**config.mk**
```make
export PLATFORM = sky130hd
export DESIGN_NAME = puf_race_arbiter
export DESIGN_NICKNAME = d
export VERILOG_FILES = /design/src/rtl/puf_race_arbiter.sv
export SDC_FILE = /design/constraint.sdc
export NUM_CORES = 1
export LEC_CHECK = 0
export CAP_MARGIN = 20
export CORE_UTILIZATION = 60
export DETAILED_ROUTE_END_ITERATION = 7
export PLACE_DENSITY = 0.86
export SYNTH_ARGS = -nofsm -noshare
export SYNTH_HDL_FRONTEND = slang
export SYNTH_SLANG_ARGS = --single-unit
```
**constraint.sdc**
```tcl
create_clock -name clk -period 4.3 [get_ports clk]
set_clock_uncertainty 0.15 [all_clocks]
set_input_delay 0.645 -clock clk [delete_from_list [all_inputs] [get_ports clk]]
set_output_delay 0.645 -clock clk [all_outputs]
set_load 0.02 [all_outputs]
```
**src/rtl/puf_race_arbiter.sv**
```systemverilog
`default_nettype none
// ============================================================================
// Module   : puf_race_arbiter
// Purpose  : RO-PUF sequencer. For each oscillator pair it races two edge
//            counters and records which saturates first.
// Revision : 1.0 - initial release
// ============================================================================
module puf_race_arbiter #(
    parameter int SEL_W       = 5,
    parameter int N_BITS      = 16,
    parameter int CLR_CYC     = 4,
    parameter int TIMEOUT_CYC = 1 << 24
) (
    input  logic              clk,
    input  logic              reset,
    input  logic              start,
    input  logic [SEL_W-1:0]  challenge,
    input  logic              finished_a,
    input  logic              finished_b,
    output logic              ctr_reset,
    output logic              ctr_enable,
    output logic [SEL_W-1:0]  sel_a,
    output logic [SEL_W-1:0]  sel_b,
    output logic [N_BITS-1:0] response,
    output logic              resp_valid,
    input  logic              resp_ready,
    output logic              busy,
    output logic              tie_flag,
    output logic              timeout_flag
);

    localparam int IDX_W = (N_BITS > 1) ? $clog2(N_BITS) : 1;
    localparam int CLR_W = (CLR_CYC > 1) ? $clog2(CLR_CYC) : 1;
    localparam int TO_W  = (TIMEOUT_CYC > 1) ? $clog2(TIMEOUT_CYC) : 1;

    localparam logic [IDX_W-1:0] LAST_IDX = IDX_W'(N_BITS - 1);
    localparam logic [CLR_W-1:0] CLR_LAST = CLR_W'(CLR_CYC - 1);
    localparam logic [TO_W-1:0]  TO_LAST  = TO_W'(TIMEOUT_CYC - 1);

    typedef enum logic [2:0] {
        S_IDLE   = 3'd0,
        S_CLEAR  = 3'd1,
        S_RUN    = 3'd2,
        S_DECIDE = 3'd3,
        S_DONE   = 3'd4
    } state_t;

    state_t             state;
    logic               fa_meta;
    logic               fa_s;
    logic               fb_meta;
    logic               fb_s;
    logic [SEL_W-1:0]   base;
    logic [IDX_W-1:0]   idx;
    logic [CLR_W-1:0]   clr_cnt;
    logic [TO_W-1:0]    to_cnt;
    logic               won_a;
    logic               won_b;
    logic               run_exit;
    logic [IDX_W-1:0]   idx_next;
    logic [SEL_W-1:0]   next_pair;

    // Identical two-flop paths keep the A/B arrival order to one-cycle resolution.
    always_ff @(posedge clk or posedge reset) begin
        if (reset) begin
            fa_meta <= 1'b0;
            fa_s    <= 1'b0;
            fb_meta <= 1'b0;
            fb_s    <= 1'b0;
        end else begin
            fa_meta <= finished_a;
            fa_s    <= fa_meta;
            fb_meta <= finished_b;
            fb_s    <= fb_meta;
        end
    end

    assign run_exit  = fa_s | fb_s | (to_cnt == TO_LAST);
    assign idx_next  = idx + IDX_W'(1);
    assign next_pair = base + SEL_W'({idx_next, 1'b0});

    always_ff @(posedge clk or posedge reset) begin
        if (reset) begin
            state        <= S_IDLE;
            base         <= '0;
            idx          <= '0;
            clr_cnt      <= '0;
            to_cnt       <= '0;
            won_a        <= 1'b0;
            won_b        <= 1'b0;
            ctr_reset    <= 1'b1;
            ctr_enable   <= 1'b0;
            sel_a        <= '0;
            sel_b        <= '0;
            response     <= '0;
            resp_valid   <= 1'b0;
            busy         <= 1'b0;
            tie_flag     <= 1'b0;
            timeout_flag <= 1'b0;
        end else begin
            case (state)
                S_IDLE: begin
                    if (start) begin
                        base         <= challenge;
                        idx          <= '0;
                        clr_cnt      <= '0;
                        response     <= '0;
                        tie_flag     <= 1'b0;
                        timeout_flag <= 1'b0;
                        sel_a        <= challenge;
                        sel_b        <= challenge + SEL_W'(1);
                        busy         <= 1'b1;
                        state        <= S_CLEAR;
                    end
                end

                S_CLEAR: begin
                    if (clr_cnt == CLR_LAST) begin
                        ctr_reset  <= 1'b0;
                        ctr_enable <= 1'b1;
                        to_cnt     <= '0;
                        state      <= S_RUN;
                    end else begin
                        clr_cnt <= clr_cnt + CLR_W'(1);
                    end
                end

                S_RUN: begin
                    to_cnt <= to_cnt + TO_W'(1);
                    // Capture the flags that ended the race; later arrivals must not turn it into a tie.
                    if (run_exit) begin
                        won_a      <= fa_s;
                        won_b      <= fb_s;
                        ctr_enable <= 1'b0;
                        state      <= S_DECIDE;
                    end
                end

                S_DECIDE: begin
                    response[idx] <= won_a & ~won_b;
                    if (won_a && won_b) begin
                        tie_flag <= 1'b1;
                    end
                    if (!won_a && !won_b) begin
                        timeout_flag <= 1'b1;
                    end
                    ctr_reset <= 1'b1;
                    if (idx == LAST_IDX) begin
                        resp_valid <= 1'b1;
                        state      <= S_DONE;
                    end else begin
                        idx     <= idx_next;
                        clr_cnt <= '0;
                        sel_a   <= next_pair;
                        sel_b   <= next_pair + SEL_W'(1);
                        state   <= S_CLEAR;
                    end
                end

                S_DONE: begin
                    if (resp_ready) begin
                        resp_valid <= 1'b0;
                        busy       <= 1'b0;
                        state      <= S_IDLE;
                    end
                end

                default: begin
                    state      <= S_IDLE;
                    ctr_reset  <= 1'b1;
                    ctr_enable <= 1'b0;
                    resp_valid <= 1'b0;
                    busy       <= 1'b0;
                end
            endcase
        end
    end

    a_no_reset_while_enabled : assert property (
        @(posedge clk) disable iff (reset) !(ctr_reset && ctr_enable));

    a_valid_implies_busy : assert property (
        @(posedge clk) disable iff (reset) resp_valid |-> busy);

    a_response_held : assert property (
        @(posedge clk) disable iff (reset)
        (resp_valid && !resp_ready) |=> (resp_valid && $stable(response)));

endmodule
`default_nettype wire

```
[Word-level counts from Yosys, hierarchy flattened]
Cells that the tools add are included.
Operators by class
  div/mod/pow operators: 0
  magnitude comparators: 2
  equal/unequal tests: 16
  muxes and demuxes: 41
  shift-type cells: 0
  bitwise operators: 8
  add/sub/neg operators: 6
  reduce and logical (&&, ||, !) cells: 26
  multiply operators: 0
Operators with widths (number)
  24-bit case mux with 2 select lines: 1
  16-bit case mux with 2 select lines: 1
  24-bit by 1-bit adder with 24-bit output (second input constant): 1
  24-bit equality test (second input constant): 1
  24-bit two-way mux: 1
  5-bit two-way mux: 4
  5-bit case mux with 2 select lines: 2
  2-bit != test (second input constant): 9
  3-bit AND reduction: 6
  16-bit bitwise mux: 1
  16-bit two-way mux: 1
  3-bit two-way mux: 5
  3-bit case mux with 5 select lines: 1
  3-bit OR reduction: 4
  5-bit by 1-bit adder with 5-bit output (second input constant): 2
  1-bit two-way mux: 10
  2-bit AND reduction: 5
  1-bit case mux with 3 select lines: 3
  4-bit two-way mux: 2
  4-bit case mux with 2 select lines: 1
  4-bit AND reduction: 2
  3-bit by 2-bit equality test with 1-bit output (second input constant): 2
  2-bit two-way mux: 3
  1-bit case mux with 2 select lines: 3
  19 further kinds: 28
Storage, ports and cells
  register bits after elaboration: 76
  logic and storage cells: 119
  bits in latches: 0
  ROM bits: 0
  output and inout port bits: 32
  input bits: 11
  memories kept: 0
  memory bits (writable): 0

[Longest topological paths before layout]
Gate-level depths: netlist of the first run.
  depth in word-level cells: 6
  depth in mapped cells: 9
  mapped depth without buffers: 8

[Least setup slack after synthesis of the first run]
No wires, ideal clock.
  kind: register to register
  start point: reg idx[0]
  end point: reg sel_b[4]
  slack: 2.014 ns
  data required time: 4.012 ns
  stages on the path, launching flop included: 9
  path buffers: 0
  period minus slack after synthesis: 2.286 ns
  arrival time: 1.998 ns
  setup time: 0.138 ns
  cell sequence: dfrtp_1 inv_1 ha_1 fa_1 xor2_1 mux2i_1 nor3b_2 xnor2_1 o221ai_1
Between the ends
  longest elaborated chain between the ends: 5
  elaborated cells between the ends (all ways): 8
  classes of those cells: add/sub (3); eq/ne (2); mux (2); reduce/logical (1)
RTL lines
  start, declared: line 54  | logic [IDX_W-1:0] idx;
  start signal, assigned: line 152  | idx <= idx_next;
  4-bit by 1-bit adder with 4-bit output: line 79  | assign idx_next = idx + IDX_W'(1);
  5-bit adder: line 80  | assign next_pair = base + SEL_W'({idx_next, 1'b0});
  5-bit by 1-bit adder with 5-bit output: line 155  | sel_b <= next_pair + SEL_W'(1);
  5-bit two-way mux: line 148  | if (idx == LAST_IDX) begin
  5-bit case mux with 2 select lines: line 101  | case (state)
  end signal, assigned: line 111  | sel_b <= challenge + SEL_W'(1);
  end signal, assigned: line 155
  end, declared: line 23  | output logic [SEL_W-1:0] sel_b,
Parallel ways exist; a longest one is shown, timed or not. The select of a mux whose other input is x is not followed.
A chain may end at the register's enable or synchronous reset.

[Worst setup path in the final report of the first run]
  start point: reg state[1]
  end point: reg sel_b[4]
Between the ends
  longest elaborated chain between the ends: 3
  elaborated cells between the ends (all ways): 7
  classes of those cells: eq/ne (3); mux (1); reduce/logical (3)
RTL lines
  start, declared: line 48  | state_t state;
  start signal, assigned: line 84  | state <= S_IDLE;
  start signal, assigned: line 113  | state <= S_CLEAR;
  start signal, assigned: line 122  | state <= S_RUN;
  3-bit by 2-bit equality test with 1-bit output / 3-bit logical NOT (equally long branches): line 101
  2-bit != test (no source line) / 2-bit nonzero test (equally long branches)
  3-bit AND reduction (no source line)
Parallel ways exist; a longest one is shown, timed or not.

==> results of run 1 <==
power groups by stage:
stage	Sequential, uW	Combinational [uW]	Clock (uW)
after floorplan	1040	526	0
after CTS	982	851	640
final	984	846	632
after detailed placement	994	848	0
after global routing	1000	943	665
after global placement	990	812	0
layout by cell type (no fill, tap or decap), drive strengths merged, types with 2 or more instances in the layout:
cell type and count:
clkdlybuf4s50 42, a31oi 4, o31ai 7, buf 2, a21oi 9, bufinv 2, and3 7, a32o 2
clkbuf 12, nand3 19, a22o 4, o21ai 38, mux2i 12, and4 3, o21a 2, nand2 67
xor2 5, dfrtp 75, nor2 23, o211ai 19, nand3b 2, nor3b 3, clkinv 2, nor3 3
and2 3, ha 10, nand2b 4, inv 8, nand4 5, nor2b 2, xnor2 2
sequential cells by signal, indices dropped and copies added (netlist names), 2 cells and up:
| signal | flops |
|---|---|
| sel_a | 5 |
| base | 5 |
| sel_b | 5 |
| response | 16 |
| idx | 4 |
| to_cnt | 24 |
| state | 3 |
| clr_cnt | 2 |
cell type report:
| type | instances | area (um^2) | share of cell area (%) |
|---|---|---|---|
| clock buffer | 12 | 165 | 3.82 |
| clock inverter | 4 | 70.1 | 1.62 |
| multi-input combinational | 267 | 1620 | 37.5 |
| tap | 75 | 93.8 | 2.17 |
| timing repair buffer | 44 | 435 | 10.1 |
| inverter | 8 | 30.0 | 0.695 |
| sequential | 76 | 1900 | 44.1 |
logic make-up after synthesis:
group / after synthesis / synth area share (%)
muxes: 13 / 3.61
DFF: 76 / 52.2
and+or+nand+nor: 147 / 19.8
buffers and inverters: 26 / 3.30
xor gates and xnor gates: 7 / 1.68
adders and majority gates: 12 / 4.26
AOI/OAI and AO/OA: 88 / 15.1
worst max-delay path by stage:
| stage | startpoint | to | slack (ns) |
|---|---|---|---|
| final | state[1]$_DFFE_PP0P_ | sel_b[4]$_DFFE_PP0P_ | 1.57 |
| after global routing | state[1]$_DFFE_PP0P_ | sel_b[4]$_DFFE_PP0P_ | 1.39 |
| after CTS | state[1]$_DFFE_PP0P_ | sel_b[4]$_DFFE_PP0P_ | 1.61 |
| after detailed placement | start | sel_a[0]$_DFFE_PP0P_ | 1.38 |
| after global placement | start | sel_a[0]$_DFFE_PP0P_ | 1.41 |
| after floorplan | reset | base[0]$_DFFE_PP0P_ | 1.57 |
metrics by stage:
stage               setup slack (ns)  util, %
floorplan                       1.57        -
global placement                1.41     69.4
detailed placement              1.38     69.4
CTS                             1.61     73.4
global route                    1.39     73.4
finish                          1.57     73.4
per-layer routing:
layer	part of all wire (%)	global-route usage [%]	vias up	wire (um)
li1	-	-	1382	-
met1	43	31.5	1411	3170
met3	4.7	4.46	12	351
met4	1.7	13.0	0	126
met5	0	0	-	0
met2	51	46.6	72	3800
==> flow_summary.yaml, run 1 <==
worst_setup_path:
  cp_max_fo: 16
  slowest_stage: "and3b_1"
  critPathCaptureType: "register"
  path_delay_family: "simple AND/OR/NAND/NOR gates"
  r2r-end: "sel_b[4]$_DFFE_PP0P_"
  critPathLaunchType: "register"
  cp_num_buf_inv: 1
  r2r_cells: 7
  r2r_start: "state[1]$_DFFE_PP0P_"
  cp_cell_sequence: "and3b_1, mux2i_1, inv_1, ha_1, nor3b_2, xnor2_1, o221ai_1"
  max_stage_delay_ns: 0.66
  regToRegSetupSlack_ns: 1.57
  crit_type: "reg -> reg"
  arrival_ns: 2.80
  path_depth: 7
  cp.required_ns: 4.37
worst_hold_path:
  whs_path_depth: 0
  hold_class: "reg -> reg"
  min_from: "fa_meta$_DFF_PP0_"
  hold-path-endpoint: "fa_s$_DFF_PP0_"
logic_synthesis:
  ys_types: 44
  synth_common_cells: "dfrtp_1 (75), nand2_1 (66), o21ai_0 (38)"
  ys_warn_count: 0
  avgSynthCellArea_um2: 9.87
  synth_area_leader_cell: "dfrtp_1"
  yosysSeqAreaShare_pct: 52.2
  synth_ff_type: "dfrtp_1"
  synth_edf_count: 0
  syn-num-nets: 391
  synth_seq_cells: 76
  syn_area_um2: 3640
  yosysMostFrequentCell: "dfrtp_1"
  yosysTopAreaCellShare_pct: 51.5
  synthCells: 369
  ys_top_cells_by_area: "dfrtp_1 (52%), nand2_1 (6.8%), o21ai_0 (5.2%)"
  async_flop_share_pct: 100
timing:
  setup_viol: 0
  rsz0062_at_grt: "no"
  post-route-min-period_ns: 2.73
  slew_violations: 0
  tns_ns: 0
  holdWs_ns: 0.201
  hold_viol_final: 0
  slew_headroom_pct: 40.7
  tightest_slew_ns: 0.888
  min_period_over_period_pct: 63.4
  timing.fmax_ghz: 0.367
global_routing:
  antenna_found_initial: 0
  grt_pass1_wl_um: 13000
  track_usage_pct: 26.6
  overflow: 0
  grt_max_degree: 45
  grt_pass1_vias: 2948
cells_and_area:
  drive_gt1_share_pct: 6.33
  syn2layout_area_growth_pct: 18.5
  final_area_um2: 4320
  diodes: 0
  n_fill_cell: 408
  final_cell_count_no_fill: 486
  nets: 428
power_and_ir_drop:
  p_sw_share_pct: 35.3
  p_seq_share_pct: 40.0
  clockPowerShare_pct: 25.7
  ir_drop_mv: 0.374
  power_uw: 2460
  power-per-cell-area_nw_per_um2: 570
  p_comb_share_pct: 34.4
  p_int_uw: 1590
  switchingPower_uw: 869
  p_leak_uw: 0.00197
die:
  coreArea_um2: 5890
  initial_core_util_pct: 61.9
  die_x_um: 79.9
  die_h_um: 79.9
  num_io_pins: 43
  rows: 28
  dieArea_um2: 6390
clock_network:
  cts_htree_levels: 3
  post_cts.repair.setup_buffers: 0
  clk_latency_ns: 0.35
  cts_root_buf: "clkbuf_8"
  cts_buffers: 9
  cts_tree: "yes"
  path_clk_slew_ns: 0.08
  hold_buffers: 0
  post_cts_resize_count: 0
  clockBufferDepth: 2
  clock-sinks: 76
placement:
  io_buffers: 42
  dpl_cell_area_um2: 4080
  dp_hpwl_um: 5210
  dp.cells: 470
  place.gp.congestion: 0.837
detailed_routing:
  drcViolationCount: 0
  routed_via_density: 5.92
  drt_wl_total_um: 7450
  wl_per_cell_um: 15.3
  antenna_left: 0
  vias: 2877
  first_pass_iters: 4
  drt_iter0_markers: 153
status:
  status: "complete, no violations"
job:
  drv_cap: 0
Note: power is estimated with default switching activity, not from simulation.
==> run 2: changes to the inputs <==
Settings changed: CORE_UTILIZATION 60 to 50, PLACE_DENSITY 0.86 to 0.76.
Clock period 4.3 ns to 2.4 ns, I/O delays scaled along.
==> flow_summary.yaml, run 2 (synthesized netlist as in run 1, its figures left out) <==
timing:
  hold_viol_final: 0
  holdWs_ns: 0.210
  min_period_over_period_pct: 95.6
  slew_violations: 0
  setup_viol: 0
  slew_headroom_pct: 67.8
  tightest_slew_ns: 0.481
  timing.fmax_ghz: 0.436
  post-route-min-period_ns: 2.29
cells_and_area:
  syn2layout_area_growth_pct: 25.1
  final_area_um2: 4560
  regMostFlops: "to_cnt"
  reg_top3: "to_cnt (24), response (16)"
  layout_common_cells: "dfrtp_1 (75), nand2_1 (66), clkdlybuf4s50_1 (42)"
  drive_gt1_share_pct: 11.9
  nets: 447
  final_common_cell: "dfrtp_1"
  diodes: 0
  final_util_pct: 66.0
  largest_register_ffs: 24
worst_setup_path:
  crit_top_cell: "buf_4"
  r2r_start: "idx[0]$_DFFE_PP0P_"
  critPathCaptureType: "register"
  cp_max_fo: 5
  r2r-end: "sel_b[4]$_DFFE_PP0P_"
  crit_type: "reg -> reg"
  arrival_ns: 2.35
  regToRegSetupSlack_ns: 0.11
  max_stage_delay_ns: 0.51
  cp.required_ns: 2.46
  slowest_stage: "fa_2"
  cp_cell_sequence: "inv_2, buf_4, ha_2, fa_2, mux2i_1, buf_4, nor3b_4, xnor2_1, o221ai_1"
  r2r_cells: 9
  critPathLaunchType: "register"
placement:
  dpl_cell_area_um2: 4250
  place.gp.congestion: 0.848
  io_buffers: 42
  dp_hpwl_um: 5360
detailed_routing:
  vias: 2929
  routed_via_density: 5.57
  first_pass_iters: 5
  drt_iter0_markers: 183
  drcViolationCount: 0
  antenna_left: 0
  wl_per_cell_um: 14.7
  drt_wl_total_um: 7710
global_routing:
  overflow: 0
  grt_max_degree: 77
  antenna_found_initial: 0
  grt_pass1_wl_um: 12600
  grt_pass1_vias: 2706
  track_usage_pct: 21.6
die:
  coreArea_um2: 6910
  die_h_um: 87.4
  num_io_pins: 43
  initial_core_util_pct: 52.8
  die_x_um: 87.4
  rows: 30
  dieArea_um2: 7630
worst_hold_path:
  hold_class: "reg -> reg"
  hold-path-endpoint: "fb_s$_DFF_PP0_"
  whs_path_depth: 0
  min_from: "fb_meta$_DFF_PP0_"
clock_network:
  cts_htree_levels: 3
  cts_tree: "yes"
  path_clk_slew_ns: 0.07
  clockBufferDepth: 2
  clk_latency_ns: 0.34
  cts_buffers: 9
  hold_buffers: 0
  clock-sinks: 76
  cts_root_buf: "clkbuf_8"
power_and_ir_drop:
  power-per-cell-area_nw_per_um2: 1020
  p_leak_uw: 0.00205
  power_uw: 4660
  ir_drop_mv: 0.630
job:
  drv_cap: 0
status:
  status: "complete, no violations"
-- run 2: changes by cell type in the layout (fill, tap and decap cells not counted), sizes merged --
cell      before  now
buf            2   21
clkinv         2    0
clkinvlp       0    2
bufinv         2    3
inv            8    7
-- run 2: stage by stage --
stage                      TNS, ns  std cells  setup slack, ns
after floorplan                  0        369            0.114
after global placement           0        507           0.0874
after detailed placement         0        507           0.0264
after CTS                        0        524           0.0153
after global routing      -0.00659        526         -0.00659
final                            0        526            0.106
-- run 2: area by class of cell --
type	count	area, um^2
fillers	572	2350
flip-flops and latches	76	1900
multi-input cells	267	1670
repair buffers	63	591
clock buffers	12	145
well taps	96	120
clock inverters	4	97.6
inverters	8	33.8
-- run 2: how the worst max path moves through the flow --
stage               slack, ns  depth (start not counted)                 start                    to
floorplan                0.11                          8    idx[0]$_DFFE_PP0P_  sel_b[4]$_DFFE_PP0P_
global placement         0.09                          9    idx[0]$_DFFE_PP0P_  sel_b[4]$_DFFE_PP0P_
detailed placement       0.03                          9    idx[0]$_DFFE_PP0P_  sel_b[4]$_DFFE_PP0P_
CTS                      0.02                          9    idx[1]$_DFFE_PP0P_  sel_b[4]$_DFFE_PP0P_
global route           -0.007                          7  state[0]$_DFFE_PP0P_  sel_b[4]$_DFFE_PP0P_
finish                   0.11                          9    idx[0]$_DFFE_PP0P_  sel_b[4]$_DFFE_PP0P_
-- run 2: per-layer routing --
metal	global-route usage, %	routed length [um]	vias up
met3	5.97	327	6
met2	35.5	3820	74
met4	6.26	85	0
li1	-	-	1414
met5	0	0	-
met1	28.0	3470	1435
-- run 2: what timing repair did --
item                       CTS  global route
pin swaps                    0             3
resized for setup            0             9
buffers inserted             1             2
gates cloned                 0             0
setup endpoints to repair    1             1
-- run 2: critical path: cells and delay by family, from the launching register on --
kind                       cells  cell delay (ns)
DFF                            1             0.39
adders and majority gates      2             0.68
xor gates and xnor gates       1             0.16
buffers and inverters          3             0.37
and+or+nand+nor                1             0.22
muxes                          1             0.06
AOI/OAI and AO/OA              1             0.13
-- run 2: power breakdown --
group / internal, uW / switching (uW)
registers: 1540 / 201
clock network: 721 / 448
logic: 809 / 944
total: 3070 / 1590
